File: src/rtl/mux_arbiter.sv
// N-to-1 registered merge with source tagging; N = 2**NB_SEL sources.
// Define MUX_ARBITER_ROUND_ROBIN_EN for rotating priority; fixed priority (index 0 highest) otherwise.
module mux_arbiter #(
    parameter int BUS_WIDTH = 4,
    parameter int NB_SEL    = 2
) (
    input  logic                          clk,
    input  logic                          reset,
    input  logic [(2**NB_SEL)-1:0]        in_valid,
    input  logic [(2**NB_SEL)*BUS_WIDTH-1:0] in_data,
    output logic [(2**NB_SEL)-1:0]        in_ready,
    output logic                          out_valid,
    output logic [BUS_WIDTH-1:0]          out_data,
    output logic [NB_SEL-1:0]             out_sel,
    input  logic                          out_ready
);

    localparam int N = 2**NB_SEL;

    // Handshake: a word moves on a rising edge only when valid and ready are both 1
    // on that port; valid never waits on ready, and ready never depends on data.
    logic [NB_SEL-1:0] ptr;
    logic [NB_SEL-1:0] grant_idx;
    logic [NB_SEL-1:0] idx;
    logic              grant_vld;
    logic              can_load;
    logic              load;

    // Search starts at ptr and wraps naturally through the NB_SEL-bit adder.
    always_comb begin
        grant_vld = 1'b0;
        grant_idx = '0;
        idx       = '0;
        for (int k = 0; k < N; k++) begin
            idx = ptr + NB_SEL'(k);
            if (!grant_vld && in_valid[idx]) begin
                grant_vld = 1'b1;
                grant_idx = idx;
            end
        end
    end

    assign can_load = !out_valid || out_ready;
    assign load     = grant_vld && can_load && !reset;

    always_comb begin
        in_ready = '0;
        if (load) begin
            in_ready[grant_idx] = 1'b1;
        end
    end

    always_ff @(posedge clk or posedge reset) begin
        if (reset) begin
            out_valid <= 1'b0;
            out_data  <= '0;
            out_sel   <= '0;
        end else if (load) begin
            out_valid <= 1'b1;
            out_data  <= in_data[grant_idx*BUS_WIDTH +: BUS_WIDTH];
            out_sel   <= grant_idx;
        end else if (out_ready) begin
            out_valid <= 1'b0;
        end
    end

`ifdef MUX_ARBITER_ROUND_ROBIN_EN
    // The source just served drops to lowest priority.
    always_ff @(posedge clk or posedge reset) begin
        if (reset) begin
            ptr <= '0;
        end else if (load) begin
            ptr <= grant_idx + NB_SEL'(1);
        end
    end
`else
    assign ptr = '0;
`endif

endmodule

File: config.mk
export PLATFORM = sky130hd
export DESIGN_NAME = mux_arbiter
export DESIGN_NICKNAME = d
export VERILOG_FILES = /design/src/rtl/mux_arbiter.sv
export SDC_FILE = /design/constraint.sdc
export NUM_CORES = 1
export LEC_CHECK = 0
export CORE_MARGIN = 4
export CORE_UTILIZATION = 35
export CTS_CLUSTER_DIAMETER = 200
export DETAILED_ROUTE_END_ITERATION = 6
export GPL_ROUTABILITY_DRIVEN = 0
export PLACE_DENSITY = 0.73
export REMOVE_ABC_BUFFERS = 1
export SYNTH_ARGS = -nofsm -noshare
export SYNTH_HDL_FRONTEND = slang
export SYNTH_SLANG_ARGS = --single-unit
File: constraint.sdc
create_clock -name clk -period 1.7 [get_ports clk]
set_input_delay 0.425 -clock clk [delete_from_list [all_inputs] [get_ports clk]]
set_output_delay 0.425 -clock clk [all_outputs]
set_load 0.005 [all_outputs]
* Word level (Yosys, flattened, before mapping)
Index checks and enable logic that the tools add are counted.
** Storage, ports and cells
- Flip-flop bits (word level) :: 7
- Input bits :: 23
- Word-level logic and storage cells :: 31
** Cells by class
- Magnitude comparators :: 2
- Shift-type cells :: 1
- Mux-type cells :: 12
- Reduce and logical (&&, ||, !) cells :: 13
** Operator list (count)
- $shiftx 16x5->4 :: 1
- $mux 1 :: 8
- $logic_and 1x1->1 :: 6
- $logic_not 1->1 :: 5
- $mux 2 :: 2
- $mux 4 :: 1
- $lt 2x3->1 const B :: 1
- $demux 1 s2 :: 1
- $ge 2x1->1 const B :: 1
- $reduce_bool 2->1 :: 1
- $logic_or 1x1->1 :: 1

* Depth between registers and ports, before layout
- Depth in word-level cells :: 15
- Depth in mapped cells :: 4

* Worst setup path after synthesis
No wires, ideal clock.
- Path type :: input-to-output
- Start point :: in in_valid[0]
- End point :: out in_ready[3]
- Arrival time :: 1088 ps
- Required time :: 1275 ps
- Path slack :: 187 ps
- Cell stages on the path :: 3
- Buffers on the path :: 1
- Path through :: buf_6 -> nor4b_2 -> and3_1
** Between the ends
- Word-level cells in the longest chain between the ends :: 15
- Elaborated cells on any way between the ends :: 21
- Classes of those cells :: 2 x order compare; 10 x mux; 9 x reduce/logical
** Ends and longest elaborated chain
- start, declared :: RTL line 9 : input logic [(2**NB_SEL)-1:0] in_valid,
- $mux 1 (*) :: RTL line 36 : if (!grant_vld && in_valid[idx]) begin
- $logic_not 1->1 :: RTL line 36
- $logic_and 1x1->1 :: RTL line 36
- $mux 1 :: RTL line 36
- $logic_not 1->1 :: RTL line 36
- $logic_and 1x1->1 :: RTL line 36
- $mux 1 :: RTL line 36
- $logic_not 1->1 :: RTL line 36
- $logic_and 1x1->1 :: RTL line 36
- $mux 2 :: RTL line 36
- $lt 2x3->1 (not written as such) or $ge 2x1->1 (tied branches) :: RTL line 49 : in_ready[grant_idx] = 1'b1;
- $logic_and 1x1->1 (not written as such) :: RTL line 49
- $mux 1 (not written as such) :: RTL line 49
- $demux 1 s2 :: RTL line 49
- $mux 4 (*) :: RTL line 48 : if (load) begin
- end, declared :: RTL line 11 : output logic [(2**NB_SEL)-1:0] in_ready,
Every way passes the cells marked *; elsewhere a longest branch is shown, timed or not.

* Worst setup path after layout
- Start point :: reg out_valid
- End point :: out in_ready[3]
** Between the ends
- Word-level cells in the longest chain between the ends :: 5
** Ends and longest elaborated chain
- start, declared :: RTL line 12 : output logic out_valid,
- start signal, assigned :: RTL line 55 : out_valid <= 1'b0;
- start signal, assigned :: RTL line 59 : out_valid <= 1'b1;
- start signal, assigned :: RTL line 63 : out_valid <= 1'b0;
- $logic_not 1->1 :: RTL line 43 : assign can_load = !out_valid || out_ready;
- $logic_or 1x1->1 :: RTL line 43
- $logic_and 1x1->1 (2 in a row) :: RTL line 44 : assign load = grant_vld && can_load && !reset;
- $mux 4 :: RTL line 48
Every way passes these cells.

==> results by group <==
Logic synthesis
  • Ys async rst share: 100%
  • Netlist cell types: 30
  • Seq cells post-synth: 7
  • Primary FF master, synth: dfrtp_1
  • Syn Std Cell Area: 542 µm²
  • Avg Cell Area, Syn: 9.50 µm²
  • Cell count after synthesis: 57
  • Post-synth top area share: 32.3%
  • Synth cell count leaders: 7 x dfrtp_1, 6 x inv_1, 4 x nor2_1, 4 x o21ai_0
  • EDFF count, synth: 0
  • Area leader, netlist: dfrtp_1
  • Top post-synthesis cells by area: dfrtp_1 32%, and4bb_1 4.6%, buf_6 4.2%
  • Register area share after synthesis: 32.3%
  • Yosys warning count: 0
  • Count leader, synth: dfrtp_1

Setup path
  • Crit path capture type: output pin
  • Worst r2r path cells: 4
  • R2r endpoint: out_data[2]
  • Reg2Reg Setup Slack: 0.34 ns
  • Critical path class: register to output pin
  • Critical Path Source Type: register
  • Arrival @ worst endpoint: 1.31 ns
  • Worst EP required: 1.27 ns
  • RR Startpoint: out_valid
  • Critical Path Fanout Max: 3

Finish
  • Area grow syn2layout: 96.8%
  • Nets: 135
  • Final instance area: 1070 µm²
  • Core Util, Final: 77.1%
  • ANT cells: 0
  • Non-Filler Instances: 126
  • Share of cells above drive strength 1: 37.8%

Timing
  • Setup violations, final: 1
  • Setup slack after layout: -0.0358 ns
  • Worst rel slew slack: 75.8%
  • Slew @ Worst Pin: 0.354 ns
  • Final slew viol count: 0
  • Final min period: 1.74 ns
  • Final hold slack: 0.424 ns
  • Skew final: 0.00290 ns
  • Fmax: 576 MHz
  • Hold Vio Cnt, Final: 0
  • Unrepaired setup endpoints after global routing: yes
  • Crit share post-route: 102%

Detailed routing
  • Detailed-route vias per instance: 5.58
  • Drt pass-1 iters: 4
  • Post-Route WL: 1930 µm
  • Via count: 703
  • Routed Antenna Nets: 0
  • Routed wire per std cell: 15.3 µm
  • DRC Markers: 0
  • DRT iter0 DRCs: 8

Power
  • Leakage: 0.486 nW
  • Power Total: 0.620 mW
  • Pwr/cell area: 582 nW/µm²
  • Max VDD drop: 0.686 mV

Floorplanning
  • Die X: 47.3 µm
  • Core Box Area: 1380 µm²
  • Row Count: 13
  • Initial Util: 39.2%
  • Die area: 2240 µm²
  • Die Height: 47.3 µm
  • I/O pin count: 34

Job
  • Max cap viols: 0

Status
  • Outcome: complete, but fails checks
  • Failing checks: negative setup slack

Clock tree
  • Clk pin slew, worst setup/hold paths: 0.06 ns
  • H-tree level count: 1
  • Total CTS buffers: 3
  • Clk_lat worst skew: 0.25 ns
  • Post-CTS Hold Fix Bufs: 0
  • CTS Buffer Depth: 2
  • CTS tree: done
  • Sink Count: 7
  • Root Driver: clkbuf_4

Placement
  • Dpl hpwl: 1500 µm
  • Inst Count DP: 118
  • Port Buffer Count: 33
  • DP Area: 983 µm²

Global route
  • Initial antenna violation count: 0
  • Overall routing resource usage: 20.3%
  • Global-route wire length before repair: 3080 µm
  • Gr ovfl total: 0
  • Vias in the first global route: 667
  • Largest net degree at the start of global routing: 11

Worst hold path
  • Worst min-delay path category: primary input to async pin
critical path, cell delays in order (launching register included):
cell	delay, ns
dfrtp_1	0.36
or2b_1	0.27
buf_4	0.15
and3_4	0.17
buf_6	0.11
state kept, by name, indices dropped and copies added, names as in the netlist:
signal	count
out_valid	1
out_data	4
out_sel	2
how the worst max path moves through the flow:
stage	from	endpoint	slack, ns
final	out_valid	in_ready[3]	-0.04
after floorplan	in_valid[1]	in_ready[3]	0.29
after global routing	in_valid[2]	in_ready[3]	-0.09
after CTS	out_valid	in_ready[3]	-0.05
after global placement	in_valid[1]	in_ready[3]	-0.61
after detailed placement	in_valid[1]	in_ready[3]	-0.64
cells in the final DEF, fill, tap and decap left out, types with 2 or more instances in the layout:
cell type	Yosys	routed
clkdlybuf4s50_1	0	23
buf_4	0	19
dfrtp_1	7	7
o21ai_0	4	4
inv_1	6	4
buf_6	2	4
nor3_1	3	3
clkbuf_4	1	3
buf_2	1	3
dlygate4sd2_1	0	3
nor2_2	0	2
a32oi_1	2	2
nor2_1	4	2
inv_2	0	2
and4bb_1	2	2
a221oi_1	2	2
o31ai_1	2	2
o221ai_1	2	2
and3_1	3	2
final cells by class:
class | instances | area, µm²
repair buffers | 54 | 480
multi-input cells | 40 | 343
fillers | 102 | 317
flip-flops and latches | 7 | 175
clock buffers | 4 | 26.3
inverters | 6 | 22.5
well taps | 15 | 18.8
per-stage QoR:
stage,TNS [ns],setup WS [ns]
finish,-0.0358,-0.0358
global route,-0.0922,-0.0922
CTS,-0.0515,-0.0515
detailed placement,-4.00,-0.643
global placement,-3.81,-0.607
floorplan,0,0.292
kinds of logic (layout without fill, tap and decap cells):
kind of cell	count (synthesis)	count (layout)	share of synthesized area, %
AND/OR/NAND/NOR	22	22	30.7
AO/OA/AOI/OAI	18	18	26.3
buffers and inverters	10	64	10.6
flip-flops	7	7	32.3
layer usage:
| layer | part of all wire, % | track usage (%) |
|---|---|---|
| met4 | 1.7 | 7.18 |
| met3 | 8.3 | 8.81 |
| met2 | 52 | 32.6 |
| met5 | 0 | 0 |
| met1 | 38 | 24.0 |
power breakdown:
part / switching (mW) / internal [mW] / leakage [nW]
logic: 0.0926 / 0.164 / 0.388
registers: 0.0156 / 0.193 / 0.0824
clock network: 0.0652 / 0.0898 / 0.0150
total: 0.173 / 0.447 / 0.486
timing repair:
| action | 4_1_cts | 5_1_grt |
|---|---|---|
| resized for setup | 34 | 7 |
| buffers inserted | 3 | 1 |
| pin swaps | 6 | 2 |
| gates cloned | 0 | 0 |
| endpoints found under the setup margin | 8 | 4 |
(Power assumes the default switching activity.)
==> variant (config.mk and constraints unchanged) <==
`BUS_WIDTH`: 4 -> 3.
--- a/src/rtl/mux_arbiter.sv
+++ b/src/rtl/mux_arbiter.sv
@@ -1,7 +1,7 @@
 // N-to-1 registered merge with source tagging; N = 2**NB_SEL sources.
 // Define MUX_ARBITER_ROUND_ROBIN_EN for rotating priority; fixed priority (index 0 highest) otherwise.
 module mux_arbiter #(
-    parameter int BUS_WIDTH = 4,
+    parameter int BUS_WIDTH = 3,
     parameter int NB_SEL    = 2
 ) (
     input  logic                          clk,
Interface: changed (resized in_data and out_data); port bits go from 34 to 29. The function was not compared with the original's and may differ.
==> variant against the unedited design <==
  * Largest power group unchanged
  * Register-to-register slack about the same
  * Synthesized area is 16% lower
  * Worst setup slack better by 0.063 ns
  * Sequential power fell by 14%
  * Total power is 17% lower
  * Wire length fell by 15%
  * Final area down 15%
  * Critical endpoint unchanged
  * Cell count down 13%
  * Sequential cell count decreased by 1
==> variant: results (changes against the unedited design) <==
[run_status]
outcome=finished clean  ; was finished with violations

[power]
power.leakage_uw=0.000407  ; was 0.000486 uW

[cells_and_area]
multi_input_cells=37  ; was 40
nFillCells=82  ; was 102
num-nonclk-inverters=2  ; was 6
drive_gt1_frac=0.427  ; was 0.378
multi_input_area_share=0.331  ; was 0.322
multi_input_area_um2=300  ; was 343 um^2
largest_registers=out_data (3), out_sel (2), out_valid (1)  ; was out_data (4), out_sel (2), out_valid (1)
nonClockBufferCount=48  ; was 54
bufAreaShareNonClock=0.450  ; was 0.451
finish.net_count=117  ; was 135
sh_seq_area=0.166  ; was 0.164
final-clk-cell-share=0.0249  ; was 0.0246

[global_route]
grt_pass1_wl_um=2660  ; was 3080 um
grtUsageMet1=0.188  ; was 0.240
grt_max_degree=9  ; was 11
track_usage=0.190  ; was 0.203
met2_usage=0.349  ; was 0.326

[route]
wl_met2_um=936  ; was 1000 um

[synth]
synth_area_per_cell_um2=9.46  ; was 9.50 um^2
synth.top_cells.by_area=dfrtp_1 33%, and4bb_2 8.3%, a221oi_1 5.8%, buf_6 5.0%, o211ai_1 5.0%  ; was dfrtp_1 32%, and4bb_1 4.6%, buf_6 4.2%, inv_1 4.2%, nor4_4 3.9%
ys_types=22  ; was 30
ys_seq_area_frac=0.331  ; was 0.323

[critical_path]
cpMaxStageDelayCell=nor4b_4  ; was dfrtp_1
critPathMaxStageDelay_ns=0.28  ; was 0.36 ns

[cts]
postCtsSetupBuffers=1  ; was 3
cts_resized=31  ; was 34
clock_sinks=6  ; was 7

[sta]
fin_skew_ns=0.00211  ; was 0.00290 ns
tightestPinTransition_ns=0.286  ; was 0.354 ns

[place]
post_dp_cell_area_um2=861  ; was 983 um^2

==> variant: worst max-delay path: cells and delay by family <==
| family | cells | cell delay [ns] |
|---|---|---|
| buffers and inverters | 2 | 0.34 |
| AND/OR/NAND/NOR | 2 | 0.49 |
==> variant: worst paths after layout <==
path / startpoint / end / slack (ns) / depth (start not counted)
min in group clk: out_sel[1]$_DFFE_PP0P_ / out_sel[1]$_DFFE_PP0P_ / 0.49 / 1
worst min-delay path: reset / out_data[2]$_DFFE_PP0P_ / 0.37 / 3
worst max-delay path: in_valid[0] / in_ready[3] / 0.03 / 4
worst max register to register: out_valid$_DFFE_PP0P_ / out_data[2]$_DFFE_PP0P_ / 0.34 / 4
max in group asynchronous: reset / out_sel[0]$_DFFE_PP0P_ / 1.21 / 3
worst min register to register: out_sel[1]$_DFFE_PP0P_ / out_sel[1]$_DFFE_PP0P_ / 0.49 / 1
==> variant: power breakdown <==
part	switching, uW	internal [uW]
sequential	13.6	165
clock	51.9	79.8
combinational	74.4	133
